**config.mk**
```make
export PLATFORM = sky130hd
export DESIGN_NAME = ps2_host_tx_flat
export DESIGN_NICKNAME = d
export VERILOG_FILES = /design/src/rtl/ps2_host_tx_if.sv /design/src/rtl/ps2_host_tx.sv /design/src/flat_wrapper.sv
export SDC_FILE = /design/constraint.sdc
export NUM_CORES = 1
export LEC_CHECK = 0
export ABC_AREA = 1
export CAP_MARGIN = 0
export CORE_MARGIN = 8
export CORE_UTILIZATION = 45
export DETAILED_ROUTE_END_ITERATION = 6
export PLACE_DENSITY = 0.66
export SETUP_SLACK_MARGIN = 0.4
export SLEW_MARGIN = 10
export SYNTH_ARGS = -nofsm -noshare
export SYNTH_HDL_FRONTEND = slang
export SYNTH_SLANG_ARGS = --single-unit
```
**constraint.sdc**
```tcl
create_clock -name clk -period 3.27 [get_ports clk]
set_input_delay 0.654 -clock clk [delete_from_list [all_inputs] [get_ports clk]]
set_output_delay 0.654 -clock clk [all_outputs]
set_load 0.01 [all_outputs]
```
**src/rtl/ps2_host_tx_if.sv**
```systemverilog
// Command-side handshake and result bundle of the PS/2 host transmitter.
// The requester drives the command byte and request; the transmitter
// answers with ready, the end-of-transfer pulse and the result flags.
interface ps2_host_tx_if;
    logic [7:0] tx_data;
    logic       tx_valid;
    logic       tx_ready;
    logic       done;
    logic       ack_ok;
    logic       err_timeout;

    modport master (
        output tx_data, tx_valid,
        input  tx_ready, done, ack_ok, err_timeout
    );

    modport slave (
        input  tx_data, tx_valid,
        output tx_ready, done, ack_ok, err_timeout
    );
endinterface

```
**src/rtl/ps2_host_tx.sv**
```systemverilog
// Host-to-device PS/2 transmitter: request-to-send sequence, 11-bit frame
// shifted out on the device clock, device ack check and timeout reporting.
// Line outputs are open-drain enables (1 = pull the line low).
module ps2_host_tx #(
    parameter int CLK_HZ     = 50_000_000,
    parameter int INHIBIT_US = 100,
    parameter int TIMEOUT_US = 2000
) (
    input  logic              clk,
    input  logic              reset,
    ps2_host_tx_if.slave      bus,
    input  logic              ps2_clk_in,
    input  logic              ps2_data_in,
    output logic              ps2_clk_oe,
    output logic              ps2_data_oe
);

    localparam int INH_CYC = CLK_HZ / 1_000_000 * INHIBIT_US;
    localparam int TO_CYC  = CLK_HZ / 1_000_000 * TIMEOUT_US;
    localparam int T_MAX   = (TO_CYC > INH_CYC) ? TO_CYC : INH_CYC;
    localparam int TW      = $clog2(T_MAX + 1);

    localparam logic [TW-1:0] INH_LAST = TW'(INH_CYC - 1);
    localparam logic [TW-1:0] TO_LAST  = TW'(TO_CYC - 1);

    typedef enum logic [2:0] {
        IDLE,
        INHIBIT,
        REQ,
        SEND,
        WAITREL,
        DONE
    } state_t;

    state_t        state;
    logic [1:0]    clk_sync;
    logic [1:0]    data_sync;
    logic          clk_prev;
    logic [9:0]    shift_reg;
    logic [3:0]    bit_cnt;
    logic [TW-1:0] timer;

    logic          clk_s;
    logic          data_s;
    logic          fall;

    assign clk_s  = clk_sync[1];
    assign data_s = data_sync[1];
    assign fall   = clk_prev & ~clk_s;

    // Two-flop synchronisers for the asynchronous PS/2 lines plus edge history.
    always_ff @(posedge clk) begin
        if (reset) begin
            // NOTE: idle PS/2 lines float high, so the synchronisers reset to 1
            // to avoid a phantom falling edge right after reset.
            clk_sync  <= 2'b11;
            data_sync <= 2'b11;
            clk_prev  <= 1'b1;
        end else begin
            // NOTE: non-blocking assignments let each flop sample the previous
            // stage's old value, which is what makes this a two-stage chain.
            clk_sync  <= {clk_sync[0], ps2_clk_in};
            data_sync <= {data_sync[0], ps2_data_in};
            clk_prev  <= clk_s;
        end
    end

    // Transfer state machine with all outputs registered.
    always_ff @(posedge clk) begin
        if (reset) begin
            state           <= IDLE;
            bus.tx_ready    <= 1'b1;
            bus.done        <= 1'b0;
            bus.ack_ok      <= 1'b0;
            bus.err_timeout <= 1'b0;
            ps2_clk_oe      <= 1'b0;
            ps2_data_oe     <= 1'b0;
            shift_reg       <= '0;
            bit_cnt         <= '0;
            timer           <= '0;
        end else begin
            // NOTE: done is a one-cycle pulse; defaulting it low here means
            // only the branches that finish a transfer need to mention it.
            bus.done <= 1'b0;
            case (state)
                IDLE: begin
                    ps2_clk_oe  <= 1'b0;
                    ps2_data_oe <= 1'b0;
                    if (bus.tx_valid) begin
                        // Frame body LSB first: D0..D7, odd parity, stop.
                        shift_reg       <= {1'b1, ~^bus.tx_data, bus.tx_data};
                        bus.ack_ok      <= 1'b0;
                        bus.err_timeout <= 1'b0;
                        bus.tx_ready    <= 1'b0;
                        ps2_clk_oe      <= 1'b1;
                        timer           <= '0;
                        state           <= INHIBIT;
                    end
                end
                INHIBIT: begin
                    if (timer == INH_LAST) begin
                        timer       <= '0;
                        ps2_data_oe <= 1'b1;
                        state       <= REQ;
                    end else begin
                        timer <= timer + 1'b1;
                    end
                end
                REQ: begin
                    // Start bit stays on the data line; hand the clock to the device.
                    ps2_clk_oe <= 1'b0;
                    bit_cnt    <= '0;
                    timer      <= '0;
                    state      <= SEND;
                end
                SEND: begin
                    if (fall) begin
                        timer   <= '0;
                        bit_cnt <= (bit_cnt == 4'd11) ? bit_cnt : bit_cnt + 4'd1;
                        if (bit_cnt == 4'd10) begin
                            bus.ack_ok  <= ~data_s;
                            ps2_data_oe <= 1'b0;
                            state       <= WAITREL;
                        end else begin
                            ps2_data_oe <= ~shift_reg[bit_cnt];
                        end
                    end else if (timer == TO_LAST) begin
                        ps2_clk_oe      <= 1'b0;
                        ps2_data_oe     <= 1'b0;
                        bus.err_timeout <= 1'b1;
                        bus.ack_ok      <= 1'b0;
                        bus.done        <= 1'b1;
                        state           <= DONE;
                    end else begin
                        timer <= timer + 1'b1;
                    end
                end
                WAITREL: begin
                    ps2_clk_oe  <= 1'b0;
                    ps2_data_oe <= 1'b0;
                    if (clk_s && data_s) begin
                        bus.done <= 1'b1;
                        state    <= DONE;
                    end else if (fall) begin
                        timer <= '0;
                    end else if (timer == TO_LAST) begin
                        bus.err_timeout <= 1'b1;
                        bus.ack_ok      <= 1'b0;
                        bus.done        <= 1'b1;
                        state           <= DONE;
                    end else begin
                        timer <= timer + 1'b1;
                    end
                end
                DONE: begin
                    bus.tx_ready <= 1'b1;
                    state        <= IDLE;
                end
                default: begin
                    ps2_clk_oe   <= 1'b0;
                    ps2_data_oe  <= 1'b0;
                    bus.tx_ready <= 1'b1;
                    state        <= IDLE;
                end
            endcase
        end
    end

endmodule

```
**src/flat_wrapper.sv**
```systemverilog
// flat-port wrapper written by rule: the top's interface ports become plain ports
module ps2_host_tx_flat 
#(
    parameter int CLK_HZ     = 50_000_000,
    parameter int INHIBIT_US = 100,
    parameter int TIMEOUT_US = 2000
)
  (clk, reset, ps2_clk_in, ps2_data_in, ps2_clk_oe, ps2_data_oe, bus_tx_data, bus_tx_valid, bus_tx_ready, bus_done, bus_ack_ok, bus_err_timeout);
  ps2_host_tx_if bus_i ();
  input  logic clk;
  input  logic reset;
  input  logic ps2_clk_in;
  input  logic ps2_data_in;
  output logic ps2_clk_oe;
  output logic ps2_data_oe;
  input wire logic [$bits(bus_i.tx_data)-1:0] bus_tx_data;
  input wire logic [$bits(bus_i.tx_valid)-1:0] bus_tx_valid;
  output wire logic [$bits(bus_i.tx_ready)-1:0] bus_tx_ready;
  output wire logic [$bits(bus_i.done)-1:0] bus_done;
  output wire logic [$bits(bus_i.ack_ok)-1:0] bus_ack_ok;
  output wire logic [$bits(bus_i.err_timeout)-1:0] bus_err_timeout;
  assign bus_i.tx_data = bus_tx_data;
  assign bus_i.tx_valid = bus_tx_valid;
  assign bus_tx_ready = bus_i.tx_ready;
  assign bus_done = bus_i.done;
  assign bus_ack_ok = bus_i.ack_ok;
  assign bus_err_timeout = bus_i.err_timeout;
  ps2_host_tx #(.CLK_HZ(CLK_HZ), .INHIBIT_US(INHIBIT_US), .TIMEOUT_US(TIMEOUT_US)) u_core (.clk(clk), .reset(reset), .bus(bus_i), .ps2_clk_in(ps2_clk_in), .ps2_data_in(ps2_data_in), .ps2_clk_oe(ps2_clk_oe), .ps2_data_oe(ps2_data_oe));
endmodule
```
==> reports/results.ini <==
[cts]
clock_latency_ns = 0.30
cts_buffer_depth = 2
cts_setup_buffers = 0
numClockSinks = 45
cts_htree_levels = 2
root_buffer = clkbuf_8
post_cts_resized = 0
hold_buffers = 0
clk_pin_slew_ns = 0.09
cts_tree = yes
cts_buffers = 5

[status]
status = finished, final reports clean

[critical_path]
required_ns = 3.51
critPathArrivalTime_ns = 2.18
reg2reg_slack_ns = 1.45
path_max_fanout = 16
timing.rr.end = u_core.timer[16]
startpoint_type = input port
crit_path_end = u_core.timer[13]
r2r_cells = 9
path_class = in -> reg
crit_start = bus_tx_valid
r2r_start = u_core.timer[0]
end_kind = flip-flop

[timing]
fin_crit_ns = 1.94
setup_violations = 0
fin_crit_sh = 0.593
setup_total_negative_slack_ns = 0
fmax_mhz = 516
finalHoldViolations = 0
rsz0062_at_grt = false
slew_headroom = 0.677
skew_ns = 0.00695
tightestPinTransition_ns = 0.481
slew_violations = 0

[floorplan]
placementRows = 27
initial_core_util = 0.468
die_area_mm2 = 0.00845
io_pins = 19
chipHeight_um = 91.9
core_mm2 = 0.00554
fp.dieW_um = 91.9

[routing]
detailroute.via_count = 2468
wl_um = 6040
drt_pre_antenna_iters = 4
antenna_left = 0
dr.first_iter.drc_count = 107
wl_per_cell_um = 12.1
vias_per_cell = 4.96
drc_errors = 0

[power_and_ir_drop]
combPwrFrac = 0.400
internal_power_mw = 1.01
total_power_mw = 1.71
peakVddDrop_mv = 0.326
p_seq_frac = 0.404
clkPwrFrac = 0.196
sw_frac_of_total = 0.408
p_per_area_mw_per_mm2 = 583
p_switching_mw = 0.696
p_leak_nw = 1.25

[min_path]
hp-start = u_core.data_sync[0]
hp-class = reg -> reg

[global_routing]
grtUsageMet2 = 0.244
busiest_layer = met2
grt_antenna_before_repair = 0
overflow = 0
grt_util_all_layers = 0.148
grt_first_pass_wirelength_um = 10500
met3_usage = 0.0261
grt_pass1_vias = 2299
grt_max_degree = 20
met1_usage = 0.190

[synth]
syn_inst = 404
syn_area_mm2 = 0.00259
synth_seq_area_share = 0.347
synth.distinct_cells = 32
yosys_warnings = 0
avgSynthCellArea_um2 = 6.42
ys_ff_latch = 45
synth_nets = 420

[job]
maxCapViolations = 0

[cells_and_area]
diodes = 0
largest_reg_flops = 17
mostFrequentLayoutCell = nand2_1
final_net_count = 441
layout_common_cells = 97 x nand2_1, 70 x nor2_1, 51 x inv_1
drive_gt1_frac = 0.0892
area_delta_synth_final_pct = 12.8

[placement]
port_buffers = 18
place.gp.congestion = 0.918
dp_hpwl_um = 4600

[layout make-up]
type	count	area, um2
flip-flops and latches	45	901
multi-input cells	295	1430
inverters	58	223
fillers	552	2610
clock buffers	5	68.8
well taps	72	90.1
repair buffers	20	195
clock inverters	3	17.5
[routing by layer]
layer  share of wire  wire length (um)  up-vias
li1                -                 -     1319
met1            0.50              3020     1106
met2            0.46              2750       35
met3           0.030               181        8
met4           0.014                85        0
met5               0                 0        -
[power by group through the flow]
| stage | registers [mW] | clock network [mW] | logic (mW) |
|---|---|---|---|
| global placement | 0.701 | 0 | 0.669 |
| global route | 0.698 | 0.371 | 0.772 |
| floorplan | 0.688 | 0 | 0.534 |
| finish | 0.688 | 0.335 | 0.682 |
| CTS | 0.687 | 0.350 | 0.681 |
| detailed placement | 0.700 | 0 | 0.678 |
[cells in the mapped netlist, drive strengths merged]
master / instances / area [um2]
a211oi: 2 / 15.0
xor2: 1 / 8.76
buf: 3 / 27.5
clkinv: 1 / 3.75
nor3: 11 / 55.1
nand3: 29 / 165
inv: 57 / 219
ha: 3 / 37.5
o31ai: 1 / 7.51
or2: 5 / 31.3
xnor2: 6 / 52.6
nor2: 76 / 329
nand4: 4 / 25.0
nand2: 104 / 423
dfxtp: 45 / 901
clkbuf: 3 / 11.3
nand3b: 2 / 15.0
o211ai: 3 / 22.5
o21ai: 22 / 110
a21oi: 26 / 134
[logic make-up (layout without fill, tap and decap cells)]
family / Yosys count / in the layout / synth area share
compound gates: 54 / 54 / 0.111
fa+ha+maj: 3 / 3 / 0.0145
simple gates: 231 / 231 / 0.402
flops: 45 / 45 / 0.347
xor+xnor: 7 / 7 / 0.0236
buf+inv: 64 / 86 / 0.101
[per-stage QoR]
step | hold slack [ns] | cells | util | cell area (um2) | worst slack (ns)
3_3_place_gp | 0.391 | 490 | 0.513 | 2840 | 1.09
3_5_place_dp | 0.394 | 490 | 0.513 | 2840 | 1.04
6_report | 0.412 | 498 | 0.528 | 2930 | 1.33
5_1_grt | 0.435 | 498 | 0.528 | 2930 | 1.20
4_1_cts | 0.414 | 498 | 0.528 | 2930 | 1.36
2_1_floorplan | 0.389 | 404 | - | 2590 | 1.67
[worst min-delay path by stage]
stage / to / slack, ns / cells after the start
CTS: u_core.data_sync[1] / 0.41 / 1
floorplan: u_core.clk_sync[1] / 0.39 / 1
finish: u_core.data_sync[1] / 0.41 / 1
detailed placement: u_core.data_sync[1] / 0.39 / 1
global route: u_core.data_sync[1] / 0.44 / 1
global placement: u_core.data_sync[1] / 0.39 / 1
[worst max-delay path, cell delays in order]
cell	delay, ns
clkdlybuf4s50_1	0.45
inv_1	0.07
nand3_2	0.11
nand2_2	0.10
nor2_4	0.19
nand2_4	0.16
inv_4	0.17
nand2_1	0.08
nand2_1	0.07
nand2_1	0.05
nor2_1	0.08
Power figures use the tool's default switching activity.
